### src/rtl/ascii_decimal_parser.sv
// ascii_decimal_parser: accumulate ASCII decimal digits from a UART byte stream into a WIDTH-bit value, pulse value_valid on each line terminator
//   clk          system clock, all state on rising edge
//   rst_n        asynchronous active-low reset
//   rx_data      received ASCII byte, sampled when rx_new_data=1
//   rx_new_data  single-cycle strobe qualifying rx_data
//   value        last parsed result, held until the next completed line
//   value_valid  one-cycle pulse when value/value_error update
//   value_error  error status of the line just completed
//   digit_count  digits accepted so far in the current line
//   Optional: define ASCII_DECIMAL_PARSER_NEG_EN to accept a leading '-' and return two's complement results.
module ascii_decimal_parser #(
  parameter int WIDTH      = 32,
  parameter int MAX_DIGITS = 10
) (
  input  logic             clk,
  input  logic             rst_n,
  input  logic [7:0]       rx_data,
  input  logic             rx_new_data,
  output logic [WIDTH-1:0] value,
  output logic             value_valid,
  output logic             value_error,
  output logic [3:0]       digit_count
);
  typedef enum logic [1:0] {IDLE, ACCUM, DISCARD} state_t;
  state_t           state_q;
  logic [WIDTH+3:0] acc_q, acc_d;
  logic [3:0]       cnt_q;
  logic             err_q;
  logic [WIDTH-1:0] value_q;
  logic             valid_q, verr_q;
  logic             is_digit, is_term, ovf, cnt_full, fin_err;
  logic [WIDTH-1:0] fin_val;
`ifdef ASCII_DECIMAL_PARSER_NEG_EN
  localparam logic [WIDTH+3:0] NEG_LIM = (WIDTH+4)'(1) << (WIDTH-1);
  logic neg_q, is_minus;
`endif
  always_comb begin
    is_digit = rx_data >= 8'h30 && rx_data <= 8'h39;
    is_term  = rx_data == 8'h0A || rx_data == 8'h0D;
    // acc*10 + digit; the 4 extra bits make overflow past 2^WIDTH-1 visible
    acc_d    = (acc_q << 3) + (acc_q << 1) + {{WIDTH{1'b0}}, rx_data[3:0]};
    ovf      = |acc_d[WIDTH+3:WIDTH];
    cnt_full = cnt_q == 4'(MAX_DIGITS);
`ifdef ASCII_DECIMAL_PARSER_NEG_EN
    is_minus = rx_data == 8'h2D;
    // a bare "-" or a magnitude beyond 2^(WIDTH-1) cannot be represented
    fin_err  = err_q | (neg_q & (cnt_q == 4'd0 || acc_q > NEG_LIM));
    fin_val  = fin_err ? '0 : neg_q ? WIDTH'(-acc_q[WIDTH-1:0]) : acc_q[WIDTH-1:0];
`else
    fin_err  = err_q;
    fin_val  = fin_err ? '0 : acc_q[WIDTH-1:0];
`endif
  end
  always_ff @(posedge clk or negedge rst_n) begin
    if (!rst_n) begin
      state_q <= IDLE;
      acc_q   <= '0;
      cnt_q   <= '0;
      err_q   <= 1'b0;
      value_q <= '0;
      valid_q <= 1'b0;
      verr_q  <= 1'b0;
`ifdef ASCII_DECIMAL_PARSER_NEG_EN
      neg_q   <= 1'b0;
`endif
    end else begin
      valid_q <= 1'b0;
      if (rx_new_data) begin
        if (is_term && state_q != IDLE) begin
          valid_q <= 1'b1;
          verr_q  <= fin_err;
          value_q <= fin_val;
          acc_q   <= '0;
          cnt_q   <= '0;
          err_q   <= 1'b0;
          state_q <= IDLE;
`ifdef ASCII_DECIMAL_PARSER_NEG_EN
          neg_q   <= 1'b0;
`endif
        end else if (state_q == IDLE) begin
          if (is_digit) begin
            acc_q   <= {{WIDTH{1'b0}}, rx_data[3:0]};
            cnt_q   <= 4'd1;
            state_q <= ACCUM;
`ifdef ASCII_DECIMAL_PARSER_NEG_EN
          end else if (is_minus) begin
            neg_q   <= 1'b1;
            state_q <= ACCUM;
`endif
          end else if (!is_term) begin
            err_q   <= 1'b1;
            state_q <= DISCARD;
          end
        end else if (state_q == ACCUM) begin
          if (!is_digit || cnt_full || ovf) begin
            err_q   <= 1'b1;
            state_q <= DISCARD;
          end else begin
            acc_q <= acc_d;
            cnt_q <= cnt_q + 4'd1;
          end
        end
      end
    end
  end
  assign value       = value_q;
  assign value_valid = valid_q;
  assign value_error = verr_q;
  assign digit_count = state_q == IDLE ? 4'd0 : cnt_q;
endmodule

### config.mk
export PLATFORM = sky130hd
export DESIGN_NAME = ascii_decimal_parser
export DESIGN_NICKNAME = d
export VERILOG_FILES = /design/src/rtl/ascii_decimal_parser.sv
export SDC_FILE = /design/constraint.sdc
export NUM_CORES = 1
export LEC_CHECK = 0
export CORE_ASPECT_RATIO = 0.7
export CORE_MARGIN = 4
export CORE_UTILIZATION = 53
export CTS_CLUSTER_SIZE = 12
export DETAILED_ROUTE_END_ITERATION = 6
export PLACE_DENSITY = 0.77
export REMOVE_ABC_BUFFERS = 1
export SLEW_MARGIN = 15
export SYNTH_ARGS = -nofsm -noshare
export SYNTH_HDL_FRONTEND = slang
export SYNTH_SLANG_ARGS = --single-unit
### constraint.sdc
create_clock -name clk -period 3.45 [get_ports clk]
set_input_delay 0.5175 -clock clk [delete_from_list [all_inputs] [get_ports clk]]
set_output_delay 0.5175 -clock clk [all_outputs]
set_load 0.03 [all_outputs]
---- Word-level counts from Yosys, hierarchy flattened ----
Index checks and enable logic that the tools add are counted.
operators by class
  multiplexer cells ....................... 26
  reductions and logical operators ........ 15
  $lt $le $gt $ge ......................... 2
  add/subtract/negate cells ............... 3
  equality and inequality tests ........... 9
operator list
  operator                                                                count
  35-bit two-way mux                                                      5
  36-bit adder                                                            1
  36-bit by 4-bit adder with 36-bit output                                1
  32-bit two-way mux                                                      1
  4-bit two-way mux                                                       6
  8-bit by 4-bit equality test with 1-bit output (second input constant)  2
  2-bit two-way mux                                                       6
  3-bit inequality test (second input constant)                           4
  8-bit by 6-bit >= comparator with 1-bit output (second input constant)  1
  8-bit by 6-bit <= comparator with 1-bit output (second input constant)  1
  1-bit two-way mux                                                       8
  4-bit AND reduction                                                     2
  3-bit nonzero test                                                      2
  5-bit AND reduction                                                     1
  4-bit by 1-bit adder with 4-bit output (second input constant)          1
  4-bit equality test (second input constant)                             1
  4-bit inequality test (second input constant)                           1
  4-bit OR reduction                                                      1
  1-bit logical OR                                                        3
  2-bit by 1-bit equality test with 1-bit output (second input constant)  1
  1-bit logical AND                                                       2
  2-bit zero test                                                         1
  2-bit AND reduction                                                     1
  2-bit nonzero test                                                      1
  1-bit zero test                                                         1
word-level totals
  register bits ........................... 76
  input port bits ......................... 11

---- Longest topological paths before layout ----
  word-level depth ........................ 9
  depth in mapped cells ................... 15
  mapped depth without buffers ............ 13

---- Worst setup path after synthesis ----
Ideal clock, no wire load.
  path type ............................... input to register
  start ................................... input rx_data[3]
  end ..................................... register acc_q[13]
  setup time .............................. 0.128 ns
  arrival ................................. 3.599 ns
  slack ................................... -0.276 ns
  stages on the path ...................... 14
  path through ............................ inv_1 fa_1 inv_1 fa_1 a211oi_1 o21ai_1 a31oi_1 o211ai_1 a21oi_1 xnor2_2 nor3_1 a21o_1 buf_4 mux2_1
on the way
  longest elaborated chain between the ends .. 7
  elaborated cells between the ends (all ways) .. 20
RTL lines
  item                                                                              RTL line  source
  from (decl)                                                                       17        input logic [7:0] rx_data,
  branches (longest 7 deep; another with 36-bit by 4-bit adder with 36-bit output)  --
  to (signal assigned)                                                              82        acc_q <= {{WIDTH{1'b0}}, rx_data[3:0]};
  to (decl)                                                                         26        logic [WIDTH+3:0] acc_q, acc_d;
Several ways; the timed one is not identified. The select of a mux whose other input is x is not followed.
A chain may end at the register's enable or synchronous reset.

---- Worst setup path after layout ----
  start ................................... register acc_q[0]
  end ..................................... register acc_q[6]
on the way
  longest elaborated chain between the ends .. 6
  elaborated cells between the ends (all ways) .. 10
RTL lines
  item                                                                          RTL line  source
  36-bit adder (*)                                                              41        acc_d = (acc_q << 3) + (acc_q << 1) + {{WIDTH{1'b0}}, rx_data[3:0]};
  36-bit by 4-bit adder with 36-bit output (*)                                  41
  4-bit OR reduction or 35-bit two-way mux (tied branches)                      42, 95
  1-bit logical OR or 35-bit two-way mux (tied branches)                        95, 94
  3-bit inequality test (no source line) or 35-bit two-way mux (tied branches)  --
  4-bit AND reduction (no source line) or 35-bit two-way mux (tied branches)    --
Mark *: on every way between the ends. The rest lies on a longest branch, timed or not. The select of a mux whose other input is x is not followed.

==> impl_metrics.csv <==
group,metric,value,unit
status,status,"complete, but fails checks",
status,violations,"negative setup slack",
logic_synthesis,synthDistinctLibCells,60,
timing,relSlewSlack,0.343,
floorplanning,core_area,0.0104,mm2
setup_path,required,3720,ps
global_routing,grt_pass1_wl,25300,um
setup_path,cp.arrival,3930,ps
logic_synthesis,yosys.cell_count.top_type,"nand2_1",
timing,setup_ws,-213,ps
clock_network,cts_root_buffer,"clkbuf_16",
global_routing,antenna_found_initial,0,
timing,fin_crit_sh,1.06,
floorplanning,io_pins,49,
layout,finalNonFillerCells,875,
timing,worst_pin_slew,986,ps
timing,report.final.slew_viol_count,0,
logic_synthesis,ys_seq_area_frac,0.336,
routing,top_layer,"met4",
layout,multi_input_area,0.00389,mm2
logic_synthesis,netlist_area,0.00566,mm2
logic_synthesis,yosys.area_share.adder,0.157,
layout,nNetsFinal,819,
logic_synthesis,synth_top_family_by_area,"compound AO/OA/AOI/OAI gates",
layout,area_growth_syn_to_layout,33.5,%
routing,avgRoutedWirePerCell,17.7,um
clock_network,cts_tree,"done",
floorplanning,start_util,0.544,
timing,fmax,0.273,GHz
setup_path,cp_max_fo,5,
setup_path,crit_buf_inv,4,
routing,detail_route.vias_per_cell,5.84,
timing,hold_violations,0,
logic_synthesis,yosys.area_share.simple,0.169,
place,dp_hpwl,10200,um
clock_network,path_clk_slew,60,ps
logic_synthesis,synth_edf_count,0,
logic_synthesis,synthTopCellsByArea,"dfrtp_1 (34%), ha_1 (15%), mux2_1 (5.2%)",
logic_synthesis,avgSynthCellArea,9.07,um2
logic_synthesis,synth_seq_cells,76,
clock_network,cts_sinks,76,
timing,holdWs,316,ps
timing,rsz0062_at_grt,"yes",
layout,fillers,766,
job,drv_cap,0,
floorplanning,dieHeight,94.4,um
place,place_area,0.00655,mm2
logic_synthesis,syn_inst,624,
clock_network,cts_made_buffers,9,
pwr,power.density,661,mW/mm2
logic_synthesis,yosys_warnings,0,
logic_synthesis,synth_common_cells,"nand2_1 (78), dfrtp_1 (76), ha_1 (68)",
routing,m1WireLength,7520,um
setup_path,max_stage_delay,520,ps
routing,drt_pre_antenna_iters,5,
logic_synthesis,synthFlopType,"dfrtp_1",
clock_network,cts_buffer_depth,2,
layout,seq_area,0.00190,mm2
setup_path,path_cells,"inv_2 -> fa_1 -> inv_2 -> fa_2 -> a211oi_2 -> buf_4 -> o211ai_1 -> a21oi_2 -> a21boi_2 -> nor4_2 -> o21ai_2 -> buf_4 -> or4_4 -> nor2_4 -> o2bb2ai_1",
timing,fin_skew,6.66,ps
worst_hold_path,hold_path.class,"in -> async",
routing,wl_met3,820,um
logic_synthesis,synthArstFlopShare,1.00,
timing,setup_violations,39,
routing,drc,0,
global_routing,grt_overflow_total,0,
global_routing,grt_max_degree,77,
layout,final_area,0.00755,mm2
logic_synthesis,synth_top_area_share,0.336,
place,gp_congestion,0.900,
global_routing,grt_use_total,0.251,
logic_synthesis,muxShareOfSynthArea,0.0571,
logic_synthesis,synth_area_leader_cell,"dfrtp_1",
pwr,p_leak,3.45,nW
setup_path,crit_family,"simple AND/OR/NAND/NOR gates",
floorplanning,die_w,131,um
routing,met2_length,6790,um
place,dp_cells,829,
routing,ant_nets,0,
pwr,vdd_drop_max,442,uV
setup_path,cp-start-kind,"flip-flop",
place,io_buffers,48,
setup_path,criticalPathCategory,"reg -> reg",
clock_network,hold_buffers,0,
routing,wirelength,15400,um
layout,n_antenna_cell,0,
pwr,power.total,4.99,mW
clock_network,htreeDepth,3,
routing,via_count,5111,
clock_network,worstSkewPairLatency,340,ps
routing,dr.first_iter.drc_count,383,
layout,drive_gt1_frac,0.245,
timing,min_period,3660,ps
setup_path,endpoint_kind,"flip-flop",
logic_synthesis,synth_compound_area_frac,0.185,
logic_synthesis,synth_xor_area_frac,0.0540,
setup_path,cp_slowest_cell,"or4_4",
floorplanning,die_area,0.0124,mm2
global_routing,grt_pass1_vias,5042,
floorplanning,rows,31,
==> final timing paths <==
check	start	endpoint	slack, ps	cells after the start
max reg2reg	acc_q[0]	acc_q[6]	-210	15
max	acc_q[0]	acc_q[6]	-210	15
min reg2reg	value[11]	value[11]	470	2
min in group clk	value[11]	value[11]	470	2
min	rst_n	value[10]	320	1
max in group asynchronous	rst_n	acc_q[15]	2470	1
==> per-layer routing <==
layer | vias to the layer above | global-route usage
li1 | 2468 | -
met1 | 2422 | 0.352
met2 | 186 | 0.402
met3 | 35 | 0.0410
met4 | 0 | 0.0813
met5 | - | 0
==> registers in the layout, summed over array words and instances, names as in the netlist <==
register and cells:
acc_q 35, value 32, cnt_q 4, state_q 2, err_q 1, value_error 1
value_valid 1
==> through the flow <==
step | TNS (ps) | worst slack [ps] | utilization
2_1_floorplan | -32390 | -905 | -
3_3_place_gp | -34790 | -874 | 0.630
3_5_place_dp | -37750 | -979 | 0.630
4_1_cts | -1350 | -100 | 0.715
5_1_grt | -11110 | -334 | 0.727
6_report | -6310 | -213 | 0.727
==> report_power, final <==
| group | internal (mW) | total [mW] | switching [mW] |
|---|---|---|---|
| registers | 1.02 | 1.21 | 0.191 |
| clock network | 0.637 | 1.03 | 0.394 |
| logic | 1.31 | 2.75 | 1.44 |
==> layout make-up <==
cell class / count / area share
sequential: 76 / 0.252
inverter: 20 / 0.00994
timing repair buffer: 131 / 0.159
clock inverter: 7 / 0.0134
clock buffer: 9 / 0.0298
multi-input combinational: 500 / 0.514
tap: 132 / 0.0219
==> worst register-to-register path: cells and delay by family, from the launching register on <==
kind / cells / cell delay [ps]
and+or+nand+nor: 3 / 950
AOI/OAI and AO/OA: 6 / 940
adders and majority gates: 2 / 910
buffers and inverters: 4 / 410
DFF: 1 / 370
==> cells by family after synthesis <==
group,Yosys count
AOI/OAI and AO/OA,167
xor gates and xnor gates,34
adders and majority gates,70
buffers and inverters,48
DFF,76
muxes,29
and+or+nand+nor,200
==> timing repair <==
action	4_1_cts	5_1_grt
setup endpoints to repair	42	42
gates resized for setup	71	25
gates cloned	3	1
setup buffers	17	12
pin swaps	24	19
==> layout by cell type (no fill, tap or decap), types with 5 or more instances in the layout <==
cell type	count
nor2_1	44
o21ai_0	46
a21oi_1	43
clkdlybuf4s50_1	44
buf_4	73
a21o_1	6
nor3_1	5
a211oi_1	5
a31oi_1	6
xor2_1	14
o31ai_1	7
buf_6	5
nand3_1	8
nand2_1	78
o21ai_1	6
mux2_4	26
ha_1	57
clkbuf_16	10
ha_4	10
nand2b_1	28
dfrtp_1	75
o211ai_1	9
inv_1	16
nand4_1	8
xnor2_1	17
No activity file was read; power rests on OpenSTA's default activity.
